**src/rtl/reaction_pkg.sv**
```systemverilog
// Shared types and constants for the reaction-timer sequencer.
package reaction_pkg;

   typedef enum logic [2:0] {
      S_IDLE    = 3'd0,
      S_DELAY   = 3'd1,
      S_MEASURE = 3'd2,
      S_RESULT  = 3'd3,
      S_FOUL    = 3'd4
   } state_t;

   localparam logic [15:0] BCD_MAX           = 16'h9999;
   localparam logic [15:0] LFSR_TAPS         = 16'hB400;  // taps 16,14,13,11
   localparam logic [15:0] LFSR_DEFAULT_SEED = 16'hACE1;

   function automatic logic [15:0] lfsr_next(input logic [15:0] q);
      return {q[14:0], ^(q & LFSR_TAPS)};
   endfunction

endpackage

```
**src/rtl/lfsr16.sv**
```systemverilog
// Free-running 16-bit Fibonacci LFSR; an all-zero seed would lock up, so it is substituted.
module lfsr16
   import reaction_pkg::*;
#(
   parameter logic [15:0] SEED = LFSR_DEFAULT_SEED
) (
   input  logic        CLK,
   input  logic        RST,
   output logic [15:0] q
);

   localparam logic [15:0] SEED_EFF = (SEED == 16'h0000) ? LFSR_DEFAULT_SEED : SEED;

   always_ff @(posedge CLK) begin
      if (RST) q <= SEED_EFF;
      else     q <= lfsr_next(q);
   end

endmodule

```
**src/rtl/reaction_sequencer.sv**
```systemverilog
// Reaction-timer game controller: random pre-stimulus delay, measurement, best-time tracking.
//
//  state     | meaning
//  ----------+--------------------------------------------------------------
//  S_IDLE    | timer held cleared, waiting for start press (unless locked)
//  S_DELAY   | counting down random ms delay; stop press here is a foul
//  S_MEASURE | lamp on, timer counting until stop press or MAX_RT
//  S_RESULT  | timer frozen, best time updated on second cycle
//  S_FOUL    | false start shown, timer held cleared
module reaction_sequencer
   import reaction_pkg::*;
#(
   parameter int unsigned DELAY_MIN_MS = 1000,
   parameter int unsigned SPAN_BITS    = 10,
   parameter logic [15:0] LFSR_SEED    = 16'hACE1,
   parameter logic [15:0] MAX_RT       = 16'h9999
) (
   input  logic        CLK,
   input  logic        RST,
   input  logic        KEY_START_N,
   input  logic        KEY_STOP_N,
   input  logic        SW_LOCK,
   input  logic        TICK_MS,
   input  logic [15:0] TIMER_VAL,
   output logic        TIMER_CLR,
   output logic        TIMER_EN,
   output logic        LED,
   output logic [15:0] BEST_MS,
   output logic        NEW_BEST,
   output logic        FOUL,
   output logic        TIMEOUT,
   output logic [2:0]  STATE
);

   localparam logic [16:0] SPAN_MASK = 17'((17'd1 << SPAN_BITS) - 17'd1);
   localparam logic [16:0] DELAY_MIN = 17'(DELAY_MIN_MS);

   state_t      state_q, state_d;
   logic [15:0] lfsr_q;
   logic [16:0] dcnt_q;
   logic [16:0] delay_load;
   logic        start_prev_q, stop_prev_q;
   logic        start_press, stop_press;
   logic        res_first_q, res_cmp_q;
   logic        foul_q, timeout_q, new_best_q;
   logic [15:0] best_q;
   logic        at_max;

   lfsr16 #(.SEED(LFSR_SEED)) u_lfsr (
      .CLK (CLK),
      .RST (RST),
      .q   (lfsr_q)
   );

   assign start_press = start_prev_q & ~KEY_START_N;
   assign stop_press  = stop_prev_q  & ~KEY_STOP_N;
   assign delay_load  = DELAY_MIN + ({1'b0, lfsr_q} & SPAN_MASK);
   assign at_max      = (TIMER_VAL == MAX_RT);

   always_ff @(posedge CLK) begin
      if (RST) state_q <= S_IDLE;
      else     state_q <= state_d;
   end

   always_comb begin
      state_d = state_q;
      case (state_q)
         S_IDLE:    if (start_press && !SW_LOCK) state_d = S_DELAY;
         // a stop press outranks the final tick
         S_DELAY:   if (stop_press)                         state_d = S_FOUL;
                    else if (TICK_MS && dcnt_q <= 17'd1)    state_d = S_MEASURE;
         S_MEASURE: if (at_max || stop_press)               state_d = S_RESULT;
         S_RESULT:  if (start_press)                        state_d = S_IDLE;
         S_FOUL:    if (start_press)                        state_d = S_IDLE;
         default:                                           state_d = S_IDLE;
      endcase
   end

   always_comb begin
      TIMER_CLR = 1'b0;
      TIMER_EN  = 1'b0;
      LED       = 1'b0;
      case (state_q)
         S_IDLE, S_FOUL: TIMER_CLR = 1'b1;
         S_MEASURE: begin
            TIMER_EN = 1'b1;
            LED      = 1'b1;
         end
         default: ;
      endcase
   end

   // the compare waits one extra RESULT cycle so the last tick settles in the timer
   always_ff @(posedge CLK) begin
      if (RST) begin
         start_prev_q <= 1'b1;
         stop_prev_q  <= 1'b1;
         dcnt_q       <= '0;
         res_first_q  <= 1'b0;
         res_cmp_q    <= 1'b0;
         foul_q       <= 1'b0;
         timeout_q    <= 1'b0;
         new_best_q   <= 1'b0;
         best_q       <= BCD_MAX;
      end else begin
         start_prev_q <= KEY_START_N;
         stop_prev_q  <= KEY_STOP_N;
         res_first_q  <= (state_q == S_MEASURE) && (state_d == S_RESULT);
         res_cmp_q    <= res_first_q;

         if (state_q == S_IDLE && state_d == S_DELAY) begin
            dcnt_q     <= delay_load;
            foul_q     <= 1'b0;
            timeout_q  <= 1'b0;
            new_best_q <= 1'b0;
         end else if (state_q == S_DELAY && TICK_MS && dcnt_q != 17'd0) begin
            dcnt_q <= dcnt_q - 17'd1;
         end

         if (state_q == S_DELAY && state_d == S_FOUL) foul_q <= 1'b1;
         if (state_q == S_MEASURE && at_max)          timeout_q <= 1'b1;

         if (res_cmp_q && state_q == S_RESULT && !timeout_q && TIMER_VAL < best_q) begin
            best_q     <= TIMER_VAL;
            new_best_q <= 1'b1;
         end
      end
   end

   assign BEST_MS  = best_q;
   assign NEW_BEST = new_best_q;
   assign FOUL     = foul_q;
   assign TIMEOUT  = timeout_q;
   assign STATE    = state_q;

endmodule

```
**config.mk**
```make
export PLATFORM = sky130hd
export DESIGN_NAME = reaction_sequencer
export DESIGN_NICKNAME = d
export VERILOG_FILES = /design/src/rtl/reaction_pkg.sv /design/src/rtl/lfsr16.sv /design/src/rtl/reaction_sequencer.sv
export SDC_FILE = /design/constraint.sdc
export NUM_CORES = 1
export LEC_CHECK = 0
export BUFFER_PORTS_ARGS = -buffer_cell sky130_fd_sc_hd__clkbuf_2
export CORE_MARGIN = 4
export CORE_UTILIZATION = 50
export DETAILED_ROUTE_END_ITERATION = 8
export PLACE_DENSITY = 0.73
export SLEW_MARGIN = 20
export SYNTH_ARGS = -nofsm -noshare
export SYNTH_HDL_FRONTEND = slang
export SYNTH_SLANG_ARGS = --single-unit
```
**constraint.sdc**
```tcl
create_clock -name CLK -period 2.5 [get_ports CLK]
set_input_delay 0.5 -clock CLK [delete_from_list [all_inputs] [get_ports CLK]]
set_output_delay 0.5 -clock CLK [all_outputs]
set_load 0.005 [all_outputs]
```
== Yosys cells after proc, flatten, opt, wreduce, memory -nomap -nowiden ==
Index checks and enable logic that the tools add are counted.

* Logic and storage cells: 64
* Output and inout port bits: 25
* Bits of input ports: 22
* Register bits after elaboration: 59

* Add/sub/neg operators: 2
* Bitwise gates (word level): 4
* Multiplexer cells: 14
* $lt $le $gt $ge: 2
* Reductions and logical operators: 23
* Equality and inequality tests: 8

{| class="wikitable"
|+ Operators by type and width
! kind !! count
|-
| 2-to-1 mux 17 bit || 2
|-
| less-or-equal comparator 17 x 1 -> 1 bit, second input constant || 1
|-
| nonzero test 17 bit || 1
|-
| subtractor 17 x 1 -> 17 bit, second input constant || 1
|-
| equality test 16 bit, second input constant || 1
|-
| < comparator 16 bit || 1
|-
| XOR reduction 16 bit || 1
|-
| 2-to-1 mux 3 bit || 5
|-
| case mux 3 bit (4 select lines) || 1
|-
| adder 10 x 10 -> 11 bit, first input constant || 1
|-
| logical AND 1 bit || 11
|-
| equality test 3 x 2 -> 1 bit, second input constant || 3
|-
| nonzero test 2 bit || 4
|-
| equality test 3 x 1 -> 1 bit, second input constant || 2
|-
| equality test 3 bit, second input constant || 2
|-
| 2-to-1 mux 1 bit || 6
|-
| OR reduction 2 bit || 2
|-
| zero test 3 bit || 1
|-
| bitwise AND 1 bit || 2
|-
| zero test 1 bit || 2
|-
| inverter 1 bit || 2
|-
| logical OR 1 bit || 1
|}

== Depth between registers and ports, before layout ==
Gate-level depths: netlist of the first run.

* Depth after elaboration: 9
* Mapped depth: 9
* Mapped depth without buffers: 7

== Cells and area by module ==
From an unflattened synthesis of the first run, not the netlist that was laid out.

* Cell total of the unflattened synthesis: 353
* Area total of the unflattened synthesis: 3260.6 um^2

{| class="wikitable"
|+ By module, submodules not included
! module !! cells each !! area an instance (um^2) !! seq. area each (um^2) !! instances
|-
| reaction_sequencer || 317 || 2806.4 || 860.8 || 1
|-
| lfsr16 || 36 || 454.2 || 320.3 || 1
|}

== Worst setup path after synthesis of the first run ==
OpenSTA, ideal clock, no wires.

* Kind: input-to-reg
* From: input TIMER_VAL[10]
* To: register best_q[11], in the netlist BEST_MS[11]
* Path buffers: 2
* Library setup time: 0.142 ns
* Data required time: 2.358 ns
* Data arrival time: 2.175 ns
* Slack: 0.183 ns
* Cell stages on the path: 8
* Cells stage by stage: ha_1 > a41oi_1 > o21ai_0 > a2111oi_4 > o21a_1 > buf_2 > buf_6 > o211ai_1

* Longest elaborated chain between the ends: 2

{| class="wikitable"
|+ RTL lines
! what !! RTL line !! source
|-
| start, declared || reaction_sequencer.sv:24 || <nowiki>input logic [15:0] TIMER_VAL,</nowiki>
|-
| < comparator 16 bit || reaction_sequencer.sv:123 || <nowiki>if (res_cmp_q && state_q == S_RESULT && !timeout_q && TIMER_VAL < best_q) begin</nowiki>
|-
| logical AND 1 bit || reaction_sequencer.sv:123 ||
|-
| end signal, assigned || reaction_sequencer.sv:104 || <nowiki>best_q <= BCD_MAX;</nowiki>
|-
| end signal, assigned || reaction_sequencer.sv:124 || <nowiki>best_q <= TIMER_VAL;</nowiki>
|-
| end, declared || reaction_sequencer.sv:46 || <nowiki>logic [15:0] best_q;</nowiki>
|}

Every way passes these cells.
A chain may end at the register's enable or synchronous reset.

== Worst setup path in the final report of the first run ==
* From: register best_q[10], in the netlist BEST_MS[10]
* To: register best_q[0], in the netlist BEST_MS[0]

* Longest elaborated chain between the ends: 2

{| class="wikitable"
|+ RTL lines
! what !! RTL line
|-
| < comparator 16 bit || reaction_sequencer.sv:123
|-
| logical AND 1 bit || reaction_sequencer.sv:123
|}

Every way passes these cells.

==> summary.md, run 1 <==
| Metric | Value |
|---|---|
| IO Pins | 47 |
| Clock Path Buffers | 2 |
| Routed Wire Length | approximately 6900 µm |
| DRT iter0 DRCs | 130 |
| Final Hold Vio Count | 0 |
| Routed Antenna Nets | 0 |
| Largest net degree at the start of global routing | 46 |
| # resized after CTS | 0 |
| Main synth FF type | dfxtp_1 |
| Outcome | finished, final reports clean |
| DR vias/cell | slightly below 6 |
| Synthesized net count | 373 |
| CP startpoint kind | register |
| Half-perimeter wire length after placement | 4988 µm |
| Hold path cells | 2 |
| Hold buffers post-CTS | 0 |
| Share of cells above drive strength 1 | 24.55% |
| Vias in the first global route | between 2000 and 3000 |
| Relative slew slack | a little under two thirds |
| Post-route insts no fill | 462 |
| Initial antenna violation count | 0 |
| Cell Rows | 28 |
| TritonCTS buffer count | 9 |
| Buffers on Ports | 46 |
| Max Slew Vio Count | 0 |
| FF/Latch Area | 0.001181 mm² |
| Hold EP | start_prev_q |
| Nets | 424 |
| Register area share after synthesis | 38.28% |
| Clock transition at the registers of the reported paths | around 60 ps |
| Worst hold-check slack | 391.9 ps |
| Antenna cells | 0 |
| RR Endpoint | BEST_MS[0] |
| Post-synth top area share | a little under two fifths |
| Leak | 1.478 nW |
| Synth warn | 0 |
| Filler instances | 512 |
| Die area | ~0.0075 mm² |
| Worst slew pin tran | 538.0 ps |
| First-pass GRT wire length | 11890 µm |
| CP endpoint kind | register |
| CTS H-tree lvls | 3 |
| WL per Instance | about 15 µm |
| DRC | 0 |
| Area of the core | ~0.0060 mm² |
| Chip Height | about 87 µm |
| Maximum operating frequency | about 480 MHz |
| Clk sink count | 59 |
| Area growth, synth to finish | 15.73% |
| Initial Util | 51.81% |
| Root Buffer | clkbuf_8 |
| Flop2flop setup slack | approximately 400 ps |
| CP max FO | 9 |
| Post-Syn Instances | 332 |
| Synth unique cells | 53 |
| Pwr Density | 582.7 mW/mm² |
| Postcts setup bufs | 0 |
| Asr flop ratio synth | 0% |
| GRT overflow | 0 |
| Synthesized area per cell | 9.294 µm² |
| Max_cap viols | 0 |
| Die Wd | 86.56 µm |
| DR vias | 2697 |
| Hold path start | KEY_START_N |
| Setup TNS | 0 ps |
| Cell taking the most area after synthesis | dfxtp_1 |
| Register bit total from synthesis | 59 |
| Minimum clock period | ~2100 ps |
| VDD IR max | 0.0002618 V |
| Multi-input gate area | 0.001733 mm² |
| Worst-Skew Late Latency | 320 ps |
| HP Class | input pin to register |
| Mapped Area | 0.003085 mm² |
| WP data arrival | approximately 2300 ps |
| Final worst path period share | between 80% and 90% |
| RSZ-0062 raised after global routing | no |
| Synth area leaders | dfxtp_1 38%, ha_1 7.7%, xor2_1 5.4%, nor2_1 4.1%, o211ai_1 3.6% |
| DP Cell Count | 447 |
| TritonCTS clock tree | built |
| Global-route usage over all layers | 19.88% |
| Worst setup path class | register to register |
| Reg2reg start | BEST_MS[10] |
| Core Util, Final | 59.96% |
| GPL Wtd Cong | between 0.8 and 0.9 |
| Required time worst endpoint | roughly 2800 ps |
| Clock skew | 4.848 ps |
| Post-synth EDFFs | 0 |
| Worst r2r path cells | 8 |
| Final setup violation count | 0 |
| First-pass DRT Iterations | 4 |
## worst max path at each step
stage	cells past startpoint	start	slack, ps	endpoint
CTS	8	BEST_MS[10]	410	BEST_MS[0]
global placement	8	TIMER_VAL[10]	240	BEST_MS[5]
finish	8	BEST_MS[10]	410	BEST_MS[0]
global route	7	dcnt_q[0]	210	dcnt_q[4]
floorplan	8	TIMER_VAL[10]	180	BEST_MS[11]
detailed placement	8	TIMER_VAL[10]	180	BEST_MS[3]
## report_power, final
part	switching (W)	internal (W)
registers	0.0000415	0.000982
clock network	0.000345	0.000376
logic	0.000190	0.000146
## metrics by stage
step	setup WS [ps]	total power (W)	area [µm²]
5_1_grt	207.3	0.002200	3571
3_3_place_gp	244.3	0.001366	3411
2_1_floorplan	183.2	0.001280	3085
6_report	407.8	0.002081	3571
3_5_place_dp	183.5	0.001373	3411
4_1_cts	406.6	0.002101	3571
## area by class of cell
cell class              count  area share [%]
inverters                  22           2.313
repair buffers             58           8.970
multi-input cells         233           48.53
clock buffers              12           4.064
flip-flops and latches     59           33.08
clock inverters             3          0.4205
well taps                  75           2.628
## cells in the mapped netlist (3+ instances only)
| cell type | instances |
|---|---|
| o211ai_1 | 15 |
| a211oi_1 | 12 |
| o31ai_1 | 8 |
| or2_2 | 10 |
| nand4_1 | 9 |
| nor3_1 | 9 |
| o21ai_0 | 7 |
| nor2b_1 | 12 |
| ha_1 | 19 |
| nor2_1 | 34 |
| xnor2_1 | 3 |
| inv_1 | 21 |
| clkbuf_1 | 13 |
| nor4_1 | 6 |
| nor4bb_1 | 3 |
| a21oi_1 | 7 |
| dfxtp_1 | 59 |
| a21o_1 | 3 |
| nand3_1 | 5 |
| nand2_1 | 8 |
| o2111ai_1 | 9 |
| xor2_1 | 19 |
## worst max-delay path, cell delays in order, from the launching register on
cell	delay [ps]
dfxtp_1	330
inv_1	60
ha_1	310
a41oi_1	220
o21ai_0	180
a2111oi_4	380
o21a_1	180
buf_4	170
mux2i_1	190
## layout by cell type, fill, tap and decap left out, types with 3 or more instances in the layout
master	instances
a211oi_1	12
a21o_1	3
a21oi_1	7
buf_4	12
clkbuf_2	46
clkbuf_8	10
clkinv_2	3
dfxtp_1	59
ha_1	19
inv_1	21
nand2_1	8
nand3_1	5
nand4_1	9
nor2_1	34
nor2b_1	12
nor3_1	9
nor4_1	6
nor4bb_1	3
o2111ai_1	9
o211ai_1	15
o21ai_0	7
o31ai_1	8
or2_2	10
xnor2_1	3
xor2_1	19
## routing by layer
layer	share of wire (%)	GRT usage (%)	routed length, µm
met4	1.6	7.649	110
met3	5.0	5.228	345
met1	49	26.77	3403
met5	0	0	0
met2	44	30.46	3081
## flip-flops by register name, summed over array words and instances (netlist names)
signal        cells
BEST_MS          16
FOUL              1
NEW_BEST          1
STATE             3
TIMEOUT           1
dcnt_q           17
res_cmp_q         1
res_first_q       1
start_prev_q      1
stop_prev_q       1
u_lfsr.q         16
## logic make-up (layout without fill, tap and decap cells)
group,after synthesis,in the layout,share of synthesized area (%)
AND/OR/NAND/NOR,116,116,22.71
adder cells (fa/ha/maj),19,19,7.705
XOR/XNOR,22,22,6.245
flip-flops,59,59,38.28
multiplexers,1,1,0.3244
buffers and inverters,40,95,5.556
AO/OA/AOI/OAI,75,75,19.18
Note: power is estimated with default switching activity, not from simulation.
==> run 2, diff against run 1 <==
PLACE_DENSITY = 0.71   (was 0.73)
clock period = 2 ns   (was 2.5 ns; I/O delays follow)
==> run 2 against run 1 <==
Total power up 36%; count of clock-buffer cells in the layout down 1; hold slack worse by 110 ps; clock skew up 1.7 ps; highest routed layer unchanged; cell area up 8.4%; register-to-register slack worse by 340 ps.
==> summary.md, run 2 (synthesis results as in run 1) <==
| Metric | Value |
|---|---|
| Relative slew slack | 62.85% |
| Chip Height | 86.56 µm |
| First-pass DRT Iterations | 5 |
| Die area | 0.007492 mm² |
| Worst r2r path cells | 7 |
| Pwr Density | 733.4 mW/mm² |
| CP startpoint kind | register |
| # resized after CTS | 0 |
| Setup TNS | 0 ps |
| RR Endpoint | BEST_MS[11] |
| Routed Wire Length | 7316 µm |
| First-pass GRT wire length | between 10000 and 15000 µm |
| FF/Latch Area | about 0.0012 mm² |
| IO Pins | 47 |
| Clk sink count | 59 |
| CP endpoint kind | register |
| CP max FO | 7 |
| GRT overflow | 0 |
| Vias in the first global route | 2625 |
| WL per Instance | 15.47 µm |
| Half-perimeter wire length after placement | 5208 µm |
| Leading cell type in the layout, fill and taps excluded | dfxtp_1 |
| Final Power | 0.002840 W |
| Routed Antenna Nets | 0 |
| Leak | 1.554 nW |
| Clock Path Buffers | 2 |
| DP Worst Slack | -73.18 ps |
| Largest net degree at the start of global routing | 32 |
| Global-route usage over all layers | roughly 20% |
| CTS H-tree lvls | 3 |
| DR vias | 2720 |
| Buffers on Ports | 46 |
| Combinational share of power | 16.7% |
| Final worst path period share | between 90 and 100% |
| Minimum clock period | 1928 ps |
| Flop2flop setup slack | between 70 and 80 ps |
| DRT iter0 DRCs | between 150 and 200 |
| Multi-input gate area | 0.001901 mm² |
| TritonCTS buffer count | 9 |
| Hold EP | stop_prev_q |
| Filler instances | 477 |
| Worst-Skew Late Latency | between 300 and 400 ps |
| Hold path start | KEY_STOP_N |
| Outcome | finished, final reports clean |
| Final setup violation count | 0 |
| GPL Wtd Cong | 0.8180 |
| Area of the core | 0.005956 mm² |
| Initial Util | approximately 52% |
| DRC | 0 |
| Setup ws final | a little over 70 ps |
| Nets | 435 |
| Initial antenna violation count | 0 |
| WP data arrival | 2120 ps |
| Switching pwr | 0.0007926 W |
| Antenna cells | 0 |
| Cell Int Power | 0.002047 W |
| Sw Share | 27.91% |
| Required time worst endpoint | between 2000 and 2500 ps |
| Die Wd | 86.56 µm |
| Postcts setup bufs | 0 |
| DR vias/cell | approximately 5.8 |
| Core Util, Final | around two thirds |
| Max reg flops | 17 |
| TritonCTS clock tree | built |
| Final Hold Vio Count | 0 |
| Clock skew | 6.533 ps |
| Top reg by flops | dcnt_q |
| VDD IR max | between 0.0004 and 0.0005 V |
| Clock network fraction of design power | 38.4% |
| Reg2reg start | BEST_MS[12] |
| Flop pwr share | 44.9% |
| Cell Rows | 28 |
| Hold buffers post-CTS | 0 |
| Hold path cells | 2 |
| Root Buffer | clkbuf_8 |
| Area growth, synth to finish | 25.51% |
| Most frequent cells in the layout | 54 x dfxtp_1, 46 x clkbuf_2, 34 x nor2_1 |
| Max Slew Vio Count | 0 |
| Clock transition at the registers of the reported paths | about 70 ps |
| Share of cells above drive strength 1 | between 30 and 40% |
| Worst setup path class | register to register |
| Maximum operating frequency | between 500 and 600 MHz |
| HP Class | input pin to register |
| Worst slew pin tran | 543.2 ps |
| RSZ-0062 raised after global routing | yes |
| Max_cap viols | 0 |
[run 2: cell count changes in the layout (fill, tap and decap cells not counted), sizes merged]
cell      before  now
bufinv         0    1
buf           12   22
clkinvlp       0    1
clkinv         4    3
[run 2: routing by layer]
metal,wire length (µm),GRT usage [%]
met3,464,4.658
met1,3305,26.24
met5,0,0
met2,3469,32.48
met4,76,8.782
[run 2: per-stage QoR]
stage	std cells	hold slack, ps	cell area (µm²)
after CTS	471	260.1	3766
after floorplan	332	389.5	3187
after global routing	473	288.6	3872
after global placement	456	390.7	3573
after detailed placement	456	397.1	3573
final	473	281.0	3872
[run 2: how the worst max path moves through the flow]
stage	endpoint	start	slack, ps	cells after the start
2_1_floorplan	BEST_MS[11]	TIMER_VAL[15]	5	8
3_3_place_gp	BEST_MS[6]	TIMER_VAL[12]	-7	8
3_5_place_dp	BEST_MS[2]	TIMER_VAL[15]	-70	8
4_1_cts	BEST_MS[2]	BEST_MS[14]	40	8
5_1_grt	BEST_MS[2]	BEST_MS[13]	-20	7
6_report	BEST_MS[11]	BEST_MS[12]	70	7
[run 2: final cells by class]
class,count,share of cell area [%]
clock buffers,11,3.651
multi-input cells,233,49.08
flip-flops and latches,59,30.66
clock inverters,4,1.325
inverters,22,2.132
well taps,75,2.423
repair buffers,69,10.73
[run 2: worst max-delay path, cell delays in order, from the launching register on]
cell and delay (ps):
dfxtp_1 330, inv_1 80, ha_4 220, and4_1 230
a2111oi_4 410, o21a_1 260, buf_6 150, o211ai_1 90
[run 2: power by group through the flow]
stage               Combinational, W  Clock, W  Sequential [W]
floorplan                   0.000314         0         0.00129
global placement            0.000442         0         0.00130
detailed placement          0.000447         0         0.00130
CTS                         0.000452   0.00111         0.00128
global route                0.000528   0.00116         0.00128
finish                      0.000475   0.00109         0.00127
